### src/rtl/axi4_m_rd_mo.sv
`default_nettype none
// +----------------------------------------------------------------------------+
// | axi4_m_rd_mo: queued multi-outstanding AXI4 read master with per-ID completion |
// | Revision: 1.0                                                              |
// +----------------------------------------------------------------------------+
module axi4_m_rd_mo #(
    parameter int TAGW = 3,
    parameter int ADRW = 32,
    parameter int DATW = 256,
    parameter int MAXO = 4,
    parameter int QDEP = 4
) (
    input  logic            i_clk,
    input  logic            i_rst_n,
    input  logic [ADRW-1:0] req_addr,
    input  logic [7:0]      req_len,
    input  logic [2:0]      req_size,
    input  logic            req_valid,
    output logic            req_ready,
    output logic [TAGW-1:0] o_m_arid,
    output logic [ADRW-1:0] o_m_araddr,
    output logic [7:0]      o_m_arlen,
    output logic [2:0]      o_m_arsize,
    output logic [1:0]      o_m_arburst,
    output logic            o_m_arlock,
    output logic [3:0]      o_m_arcache,
    output logic [2:0]      o_m_arprot,
    output logic [3:0]      o_m_arregion,
    output logic            o_m_arvalid,
    input  logic            i_m_arready,
    input  logic [TAGW-1:0] i_m_rid,
    input  logic [DATW-1:0] i_m_rdata,
    input  logic [1:0]      i_m_rresp,
    input  logic            i_m_rlast,
    input  logic            i_m_rvalid,
    output logic            o_m_rready,
    output logic [TAGW-1:0] o_rsp_id,
    output logic [DATW-1:0] o_rsp_data,
    output logic            o_rsp_last,
    output logic [1:0]      o_rsp_resp,
    output logic            o_rsp_valid,
    input  logic            i_rsp_ready,
    output logic            o_cpl_valid,
    output logic [TAGW-1:0] o_cpl_id,
    output logic [1:0]      o_cpl_resp,
    output logic [8:0]      o_cpl_beats,
    output logic            o_cpl_lenerr,
    output logic            o_stray
);

    localparam int QAW = $clog2(QDEP);
    localparam logic [QAW:0] Q_FULL = (QAW+1)'(QDEP);
    localparam logic [QAW:0] Q_ONE  = (QAW+1)'(1);
    localparam logic [QAW:0] Q_TWO  = (QAW+1)'(2);
    localparam logic [8:0]   CNT_SAT = 9'd256;

    // Returns {found, index} of the lowest clear bit.
    function automatic logic [TAGW:0] find_free(input logic [MAXO-1:0] b);
        logic [TAGW:0] r;
        r = '0;
        for (int i = MAXO - 1; i >= 0; i--) begin
            if (!b[i]) r = {1'b1, TAGW'(i)};
        end
        return r;
    endfunction

    logic [ADRW-1:0] q_addr [QDEP];
    logic [7:0]      q_len  [QDEP];
    logic [2:0]      q_size [QDEP];
    logic [QAW-1:0]  wr_ptr, rd_ptr, rd_next;
    logic [QAW:0]    q_count;

    logic [MAXO-1:0] busy;
    logic [8:0]      cnt     [MAXO];
    logic [7:0]      exp_len [MAXO];
    logic [1:0]      worst   [MAXO];

    logic            push, ar_hs, beat;
    logic [MAXO-1:0] arid_mask, rid_mask;
    logic            rid_busy;
    logic [8:0]      cur_cnt, new_cnt;
    logic [7:0]      cur_exp;
    logic [1:0]      cur_worst, new_worst, rresp_norm;
    logic [TAGW:0]   free0, free1;
    logic            start_issue, chain_issue;
    logic [ADRW-1:0] hd_addr, nx_addr;
    logic [7:0]      hd_len, nx_len;
    logic [2:0]      hd_size, nx_size;

    assign req_ready    = (q_count != Q_FULL);
    assign o_m_rready   = !o_rsp_valid || i_rsp_ready;
    assign push         = req_valid && req_ready;
    assign ar_hs        = o_m_arvalid && i_m_arready;
    assign beat         = i_m_rvalid && o_m_rready;
    assign rd_next      = rd_ptr + 1'b1;

    assign o_m_arburst  = 2'b01;
    assign o_m_arlock   = 1'b0;
    assign o_m_arcache  = 4'b0011;
    assign o_m_arprot   = 3'b000;
    assign o_m_arregion = 4'b0000;

    always_comb begin
        arid_mask = '0;
        rid_mask  = '0;
        cur_cnt   = '0;
        cur_exp   = '0;
        cur_worst = '0;
        for (int i = 0; i < MAXO; i++) begin
            arid_mask[i] = (o_m_arid == TAGW'(i));
            rid_mask[i]  = (i_m_rid == TAGW'(i));
            if (i_m_rid == TAGW'(i)) begin
                cur_cnt   = cnt[i];
                cur_exp   = exp_len[i];
                cur_worst = worst[i];
            end
        end
        rid_busy   = |(busy & rid_mask);
        rresp_norm = (i_m_rresp == 2'b01) ? 2'b00 : i_m_rresp;
        new_worst  = (rresp_norm > cur_worst) ? rresp_norm : cur_worst;
        new_cnt    = (cur_cnt == CNT_SAT) ? cur_cnt : cur_cnt + 9'd1;

        // The request being pushed this cycle is bypassed straight into the AR
        // registers when it is the entry that would otherwise be read next.
        free0       = find_free(busy);
        free1       = find_free(busy | arid_mask);
        start_issue = !o_m_arvalid && ((q_count != '0) || push) && free0[TAGW];
        chain_issue = ar_hs && ((q_count >= Q_TWO) || ((q_count == Q_ONE) && push))
                      && free1[TAGW];
        hd_addr = (q_count != '0) ? q_addr[rd_ptr] : req_addr;
        hd_len  = (q_count != '0) ? q_len[rd_ptr]  : req_len;
        hd_size = (q_count != '0) ? q_size[rd_ptr] : req_size;
        nx_addr = (q_count >= Q_TWO) ? q_addr[rd_next] : req_addr;
        nx_len  = (q_count >= Q_TWO) ? q_len[rd_next]  : req_len;
        nx_size = (q_count >= Q_TWO) ? q_size[rd_next] : req_size;
    end

    always_ff @(posedge i_clk) begin
        if (push) begin
            q_addr[wr_ptr] <= req_addr;
            q_len[wr_ptr]  <= req_len;
            q_size[wr_ptr] <= req_size;
        end
    end

    always_ff @(posedge i_clk) begin
        if (!i_rst_n) begin
            wr_ptr  <= '0;
            rd_ptr  <= '0;
            q_count <= '0;
        end else begin
            if (push)  wr_ptr <= wr_ptr + 1'b1;
            if (ar_hs) rd_ptr <= rd_next;
            if (push && !ar_hs)      q_count <= q_count + Q_ONE;
            else if (!push && ar_hs) q_count <= q_count - Q_ONE;
        end
    end

    always_ff @(posedge i_clk) begin
        if (!i_rst_n) begin
            o_m_arvalid <= 1'b0;
            o_m_arid    <= '0;
            o_m_araddr  <= '0;
            o_m_arlen   <= '0;
            o_m_arsize  <= '0;
        end else if (chain_issue) begin
            o_m_arid   <= free1[TAGW-1:0];
            o_m_araddr <= nx_addr;
            o_m_arlen  <= nx_len;
            o_m_arsize <= nx_size;
        end else if (ar_hs) begin
            o_m_arvalid <= 1'b0;
        end else if (start_issue) begin
            o_m_arvalid <= 1'b1;
            o_m_arid    <= free0[TAGW-1:0];
            o_m_araddr  <= hd_addr;
            o_m_arlen   <= hd_len;
            o_m_arsize  <= hd_size;
        end
    end

    // The allocator never hands out a busy ID, so AR and R updates cannot collide.
    always_ff @(posedge i_clk) begin
        if (!i_rst_n) begin
            busy <= '0;
            for (int i = 0; i < MAXO; i++) begin
                cnt[i]     <= '0;
                exp_len[i] <= '0;
                worst[i]   <= '0;
            end
        end else begin
            for (int i = 0; i < MAXO; i++) begin
                if (ar_hs && arid_mask[i]) begin
                    busy[i]    <= 1'b1;
                    exp_len[i] <= o_m_arlen;
                    cnt[i]     <= '0;
                    worst[i]   <= '0;
                end else if (beat && rid_busy && rid_mask[i]) begin
                    cnt[i]   <= new_cnt;
                    worst[i] <= new_worst;
                    if (i_m_rlast) busy[i] <= 1'b0;
                end
            end
        end
    end

    always_ff @(posedge i_clk) begin
        if (!i_rst_n) begin
            o_rsp_valid  <= 1'b0;
            o_rsp_id     <= '0;
            o_rsp_data   <= '0;
            o_rsp_last   <= 1'b0;
            o_rsp_resp   <= '0;
            o_cpl_valid  <= 1'b0;
            o_cpl_id     <= '0;
            o_cpl_resp   <= '0;
            o_cpl_beats  <= '0;
            o_cpl_lenerr <= 1'b0;
            o_stray      <= 1'b0;
        end else begin
            o_cpl_valid <= 1'b0;
            o_stray     <= 1'b0;
            if (beat) begin
                o_rsp_valid <= 1'b1;
                o_rsp_id    <= i_m_rid;
                o_rsp_data  <= i_m_rdata;
                o_rsp_last  <= i_m_rlast;
                o_rsp_resp  <= i_m_rresp;
                if (!rid_busy) begin
                    o_stray <= 1'b1;
                end else if (i_m_rlast) begin
                    o_cpl_valid  <= 1'b1;
                    o_cpl_id     <= i_m_rid;
                    o_cpl_resp   <= new_worst;
                    o_cpl_beats  <= new_cnt;
                    o_cpl_lenerr <= (cur_cnt != {1'b0, cur_exp});
                end
            end else if (i_rsp_ready) begin
                o_rsp_valid <= 1'b0;
            end
        end
    end

endmodule
`default_nettype wire

### config.mk
export PLATFORM = sky130hd
export DESIGN_NAME = axi4_m_rd_mo
export DESIGN_NICKNAME = d
export VERILOG_FILES = /design/src/rtl/axi4_m_rd_mo.sv
export SDC_FILE = /design/constraint.sdc
export NUM_CORES = 1
export LEC_CHECK = 0
export ABC_AREA = 0
export BUFFER_PORTS_ARGS = -buffer_cell sky130_fd_sc_hd__clkbuf_2
export CAP_MARGIN = 20
export CORE_AREA = 2 2 253 255
export CTS_CLUSTER_DIAMETER = 150
export DETAILED_ROUTE_END_ITERATION = 6
export DIE_AREA = 0 0 255 257
export HOLD_SLACK_MARGIN = 0.12
export MAX_ROUTING_LAYER = met4
export PLACE_DENSITY = 0.71
export REMOVE_ABC_BUFFERS = 1
export SLEW_MARGIN = 30
export SYNTH_ARGS = -nofsm -noshare
export SYNTH_HDL_FRONTEND = slang
export SYNTH_SLANG_ARGS = --single-unit
### constraint.sdc
create_clock -name i_clk -period 3 [get_ports i_clk]
set_input_delay 0.15 -clock i_clk [delete_from_list [all_inputs] [get_ports i_clk]]
set_output_delay 0.15 -clock i_clk [all_outputs]
set_load 0.005 [all_outputs]
### Yosys cells after proc, flatten, opt, wreduce, memory -nomap -nowiden

Memories as Yosys holds them, arrays and structs flattened. A register that Yosys moved wholly into a read port is not among the register bits.
Cells that the tools add are included.

* register bits after elaboration: 338
* memory bits (writable): 248
* input bits: 311
* output and inout port bits: 343
* logic and storage cells: 237
* memories kept: 6

* add/sub/neg operators: 5
* order comparisons: 2
* equality and inequality tests: 12
* muxes and demuxes: 115
* bitwise gates (word level): 23
* reductions and logical operators: 51

Memory list
* q_addr: words 4, width 32, rd ports 2, clocked after Yosys merged registers in 1, wr ports 1, line 67 `logic [ADRW-1:0] q_addr [QDEP];`
* cnt: words 4, width 9, rd ports 4, clocked after Yosys merged registers in 0, wr ports 4, line 74 `logic [8:0] cnt [MAXO];`
* exp_len: words 4, width 8, rd ports 4, clocked after Yosys merged registers in 0, wr ports 4, line 75 `logic [7:0] exp_len [MAXO];`
* q_len: words 4, width 8, rd ports 2, clocked after Yosys merged registers in 1, wr ports 1, line 68 `logic [7:0] q_len [QDEP];`
* q_size: words 4, width 3, rd ports 2, clocked after Yosys merged registers in 1, wr ports 1, line 69 `logic [2:0] q_size [QDEP];`
* worst: words 4, width 2, rd ports 4, clocked after Yosys merged registers in 0, wr ports 4, line 76 `logic [1:0] worst [MAXO];`

Operator list (count)
* 2-to-1 mux 32 bit: 5
* 2-to-1 mux 9 bit: 13
* 2-to-1 mux 8 bit: 13
* 2-to-1 mux 1 bit: 46
* 2-to-1 mux 2 bit: 20
* 2-to-1 mux 4 bit: 8
* 2-to-1 mux 3 bit: 10
* nonzero test 2 bit: 12
* OR 1 bit: 20
* logical AND 1 bit: 19
* AND reduction 2 bit: 7
* == test 3 x 2 -> 1 bit (second input constant): 4
* adder 9 x 1 -> 9 bit (second input constant): 1
* == test 3 x 1 -> 1 bit (second input constant): 3
* == test 9 bit (second input constant): 1
* != test 9 x 8 -> 1 bit: 1
* zero test 3 bit: 2
* AND reduction 3 bit: 2
* adder 2 x 1 -> 2 bit (second input constant): 2
* AND 4 bit: 1
* zero test 1 bit: 4
* OR 4 bit: 1
* OR reduction 4 bit: 1
* adder 3 x 1 -> 3 bit (second input constant): 1
* 9 further kinds: 11

### Logic depth before layout (Yosys ltp)

* word-level depth: 10
* mapped depth: 11
* depth with buffers taken out: 9

### Worst setup path before layout

No wires, ideal clock.

* path kind: flip-flop to flip-flop
* start: register o_rsp_valid
* end: memory cnt[3][0], enable pin
* library setup time: 420 ps
* data arrival time: 2176 ps
* data required time: 2580 ps
* path slack: 404 ps
* cell stages (with the launch flop): 5
* buffers on the path: 1
* clock period less this slack: 2596 ps
* path through: dfxtp_1 nand2b_1 nand2_1 clkbuf_1 o311ai_0

RTL lines
* start: declaration: line 41 `output logic o_rsp_valid,`
* start signal: assignment: line 209 `o_rsp_valid <= 1'b0;`
* start signal: assignment: line 224 `o_rsp_valid <= 1'b1;`
* start signal: assignment: line 239 `o_rsp_valid <= 1'b0;`
* end: declaration: line 74

==> reports/metrics.yaml <==
outcome: "finished, final reports clean"
hold_viol_final: 0
leakagePower_nw: 13.9
wl_per_cell_um: 23.0
synth_top_cell_by_area: "edfxtp_1"
vias: 21600
drt-total-wl_mm: 93.7
period_share_pct: 88.3
initial_core_util_pct: 39.2
hold-worst-slack_ns: 0.152
cp_max_fo: 7
gp_congestion: 0.993
start_kind: "input pin"
cpPeakStageDelay_ns: 0.54
power_mw: 23.6
synth_area_leaders: "edfxtp_1 (30%), dfxtp_1 (28%), nand2_1 (8.6%), mux4_2 (8.2%), a21oi_1 (6.1%)"
syn2layout_area_growth_pct: 38.2
pwr-share-seq_pct: 41.7
required_ns: 3.49
place_ws_ns: 0.286
swShare_pct: 30.3
num-nets-final: 3494
cts_root_buf: "clkbuf_16"
cap_viol_max_count: 0
ant_nets: 0
grt_pass1_wl_mm: 133
syn_area_mm2: 0.0246
row_count: 92
clk_pin_slew_worst_paths_ns: 0.07
clkSinkCount: 587
cts_buffers: 61
grt_usage_pct: 28.0
grt_pass1_vias: 21200
netlist_top_cells_count: "nand2_1 (561), dfxtp_1 (339), a21oi_1 (301)"
drive_gt1_share_pct: 27.8
core-area_mm2: 0.0627
ys_async_sr_fraction_pct: 0
antenna_found_initial: 15
ir_drop_mv: 0.645
clock_path_buffers: 3
overflow: 0
via_per_inst: 5.29
worst_pin_slew_ns: 1.15
p_switching_mw: 7.16
critPathCaptureType: "register"
dp_hpwl_mm: 63.4
drc_errors: 0
cts_tree: "built"
synth.avg_cell_area_um2: 10.8
relSlewSlack_pct: 23.2
slew_viol_final: 0
die_y_um: 257
ys.flop_type: "dfxtp_1"
rsz0062_at_grt: "false"
clkPwrFrac_pct: 33.5
synth_edf_count: 248
powerDensity_mw_per_mm2: 696
critPathKind: "input pin to register"
worstHoldPathCells: 5
io_buffers: 638
yosys.cell_count.top_type: "nand2_1"
ys_types: 69
die_x_um: 255
crit_slowest_cell: "dlygate4sd3_1"
clk_latency_ns: 0.65
dr.pass1.iters: 7
post-cts-setup-buffers: 0
worstPathCellList: "dlygate4sd3_1 -> clkbuf_2 -> mux2i_1 -> a22o_1 -> nor3_1 -> ha_1 -> and3_1 -> nand4b_1 -> or3_1 -> a21oi_1"
ys_seq_area_share_pct: 57.9
fill_cells: 5113
setup_viol: 0
fmaxAchievable_ghz: 0.378
fin_ws_ns: 0.352
synth_seq_cells: 587
min_period_ns: 2.65
regArea_mm2: 0.0142
hp-class: "input pin to register"
multi_input_comb_area_mm2: 0.00955
intPower_mw: 16.5
r2r_cells: 8
io-pin-count: 654
arrival_ns: 3.14
synthCells: 2283
netlist.area_leader.share_pct: 30.3
fin_skew_ns: 0.0200
h-tree-depth: 2
first_iter_violations: 2080
grt_max_degree: 201
r2r_setup_slack_ns: 0.36
comb_power_share_pct: 24.8
yosysWarnings: 0
dieArea_mm2: 0.0655
cells in the final DEF (no fill, tap or decap), drive strengths merged, types with 9 or more instances in the layout:
master,instances
inv,26
edfxtp,248
nor2,105
dlygate4sd3,313
nand2b,9
a211oi,93
dfxtp,339
mux2,9
clkinv,19
nor3,11
a21oi,301
diode,15
clkbuf,724
ha,15
mux2i,99
nand2,562
o21ai,26
and2,39
mux4,89
conb,15
buf,45
nand3,18
sequential cells by signal, indices dropped and copies added (netlist names), 4 cells and up, named ones only:
register / cells
busy: 4
worst: 8
o_rsp_data: 256
o_m_arlen: 8
o_cpl_beats: 9
o_m_araddr: 32
q_addr: 128
q_size: 12
cnt: 36
q_len: 32
exp_len: 32
worst max-delay path: cells and delay by family:
kind	cells	cell delay, ns
and+or+nand+nor	4	1.26
buffers and inverters	2	0.73
AOI/OAI and AO/OA	2	0.47
adders and majority gates	1	0.33
muxes	1	0.18
power by group through the flow:
stage / clock [mW] / combinational [mW] / sequential, mW
final: 7.92 / 5.87 / 9.85
after global placement: 0 / 5.40 / 9.97
after CTS: 8.03 / 5.84 / 9.83
after floorplan: 0 / 3.11 / 9.86
after global routing: 8.32 / 6.33 / 9.94
after detailed placement: 0 / 5.46 / 9.99
through the flow:
| step | utilization [%] | cell area, µm² | setup TNS [ns] | cells |
|---|---|---|---|---|
| 2_1_floorplan | - | 23800 | -1142.90 | 2109 |
| 3_3_place_gp | 45.8 | 28700 | 0 | 3638 |
| 3_5_place_dp | 45.8 | 28700 | 0 | 3638 |
| 4_1_cts | 54.1 | 33900 | 0 | 4066 |
| 5_1_grt | 54.1 | 34000 | 0 | 4081 |
| 6_report | 54.1 | 34000 | 0 | 4081 |
timing repair:
item / 4_1_cts / 5_1_grt
gates resized for setup: 0 / 0
hold buffers: 313 / 0
hold endpoints to repair: 495 / 0
metal layers:
| metal | up-vias | wire length (µm) | global-route usage (%) |
|---|---|---|---|
| met4 | 0 | 6080 | 15.7 |
| met3 | 286 | 10400 | 10.6 |
| met5 | - | 0 | - |
| met2 | 1041 | 42800 | 43.3 |
| met1 | 10400 | 34400 | 31.1 |
| li1 | 9899 | - | - |
cell families (layout without fill, tap and decap cells):
| group | after synthesis | in the layout | share of synthesized area (%) |
|---|---|---|---|
| XOR/XNOR | 8 | 8 | 0.285 |
| adder cells (fa/ha/maj) | 15 | 15 | 0.764 |
| multiplexers | 197 | 197 | 12.6 |
| flip-flops | 587 | 587 | 57.9 |
| buffers and inverters | 212 | 1136 | 3.61 |
| AO/OA/AOI/OAI | 476 | 476 | 11.5 |
| AND/OR/NAND/NOR | 786 | 786 | 13.3 |
| other | 2 | 30 | 0.0306 |
final cells by class:
class                      count  area share, %
tap                          846           3.12
multi-input combinational   1497           28.1
inverter                      25          0.298
clock buffer                  86           4.95
sequential                   587           42.0
timing repair buffer         996           20.3
clock inverter                29           1.16
antenna                       15          0.111
path summary, 6_finish.rpt:
check / end / from
setup / recovery: cnt[3][8] / i_m_rid[1]
hold / removal: o_rsp_data[246] / i_rsp_ready
setup reg to reg: cnt[3][8] / cnt[2][0]
hold reg to reg: o_rsp_id[0] / o_rsp_id[0]
Power figures use the tool's default switching activity.
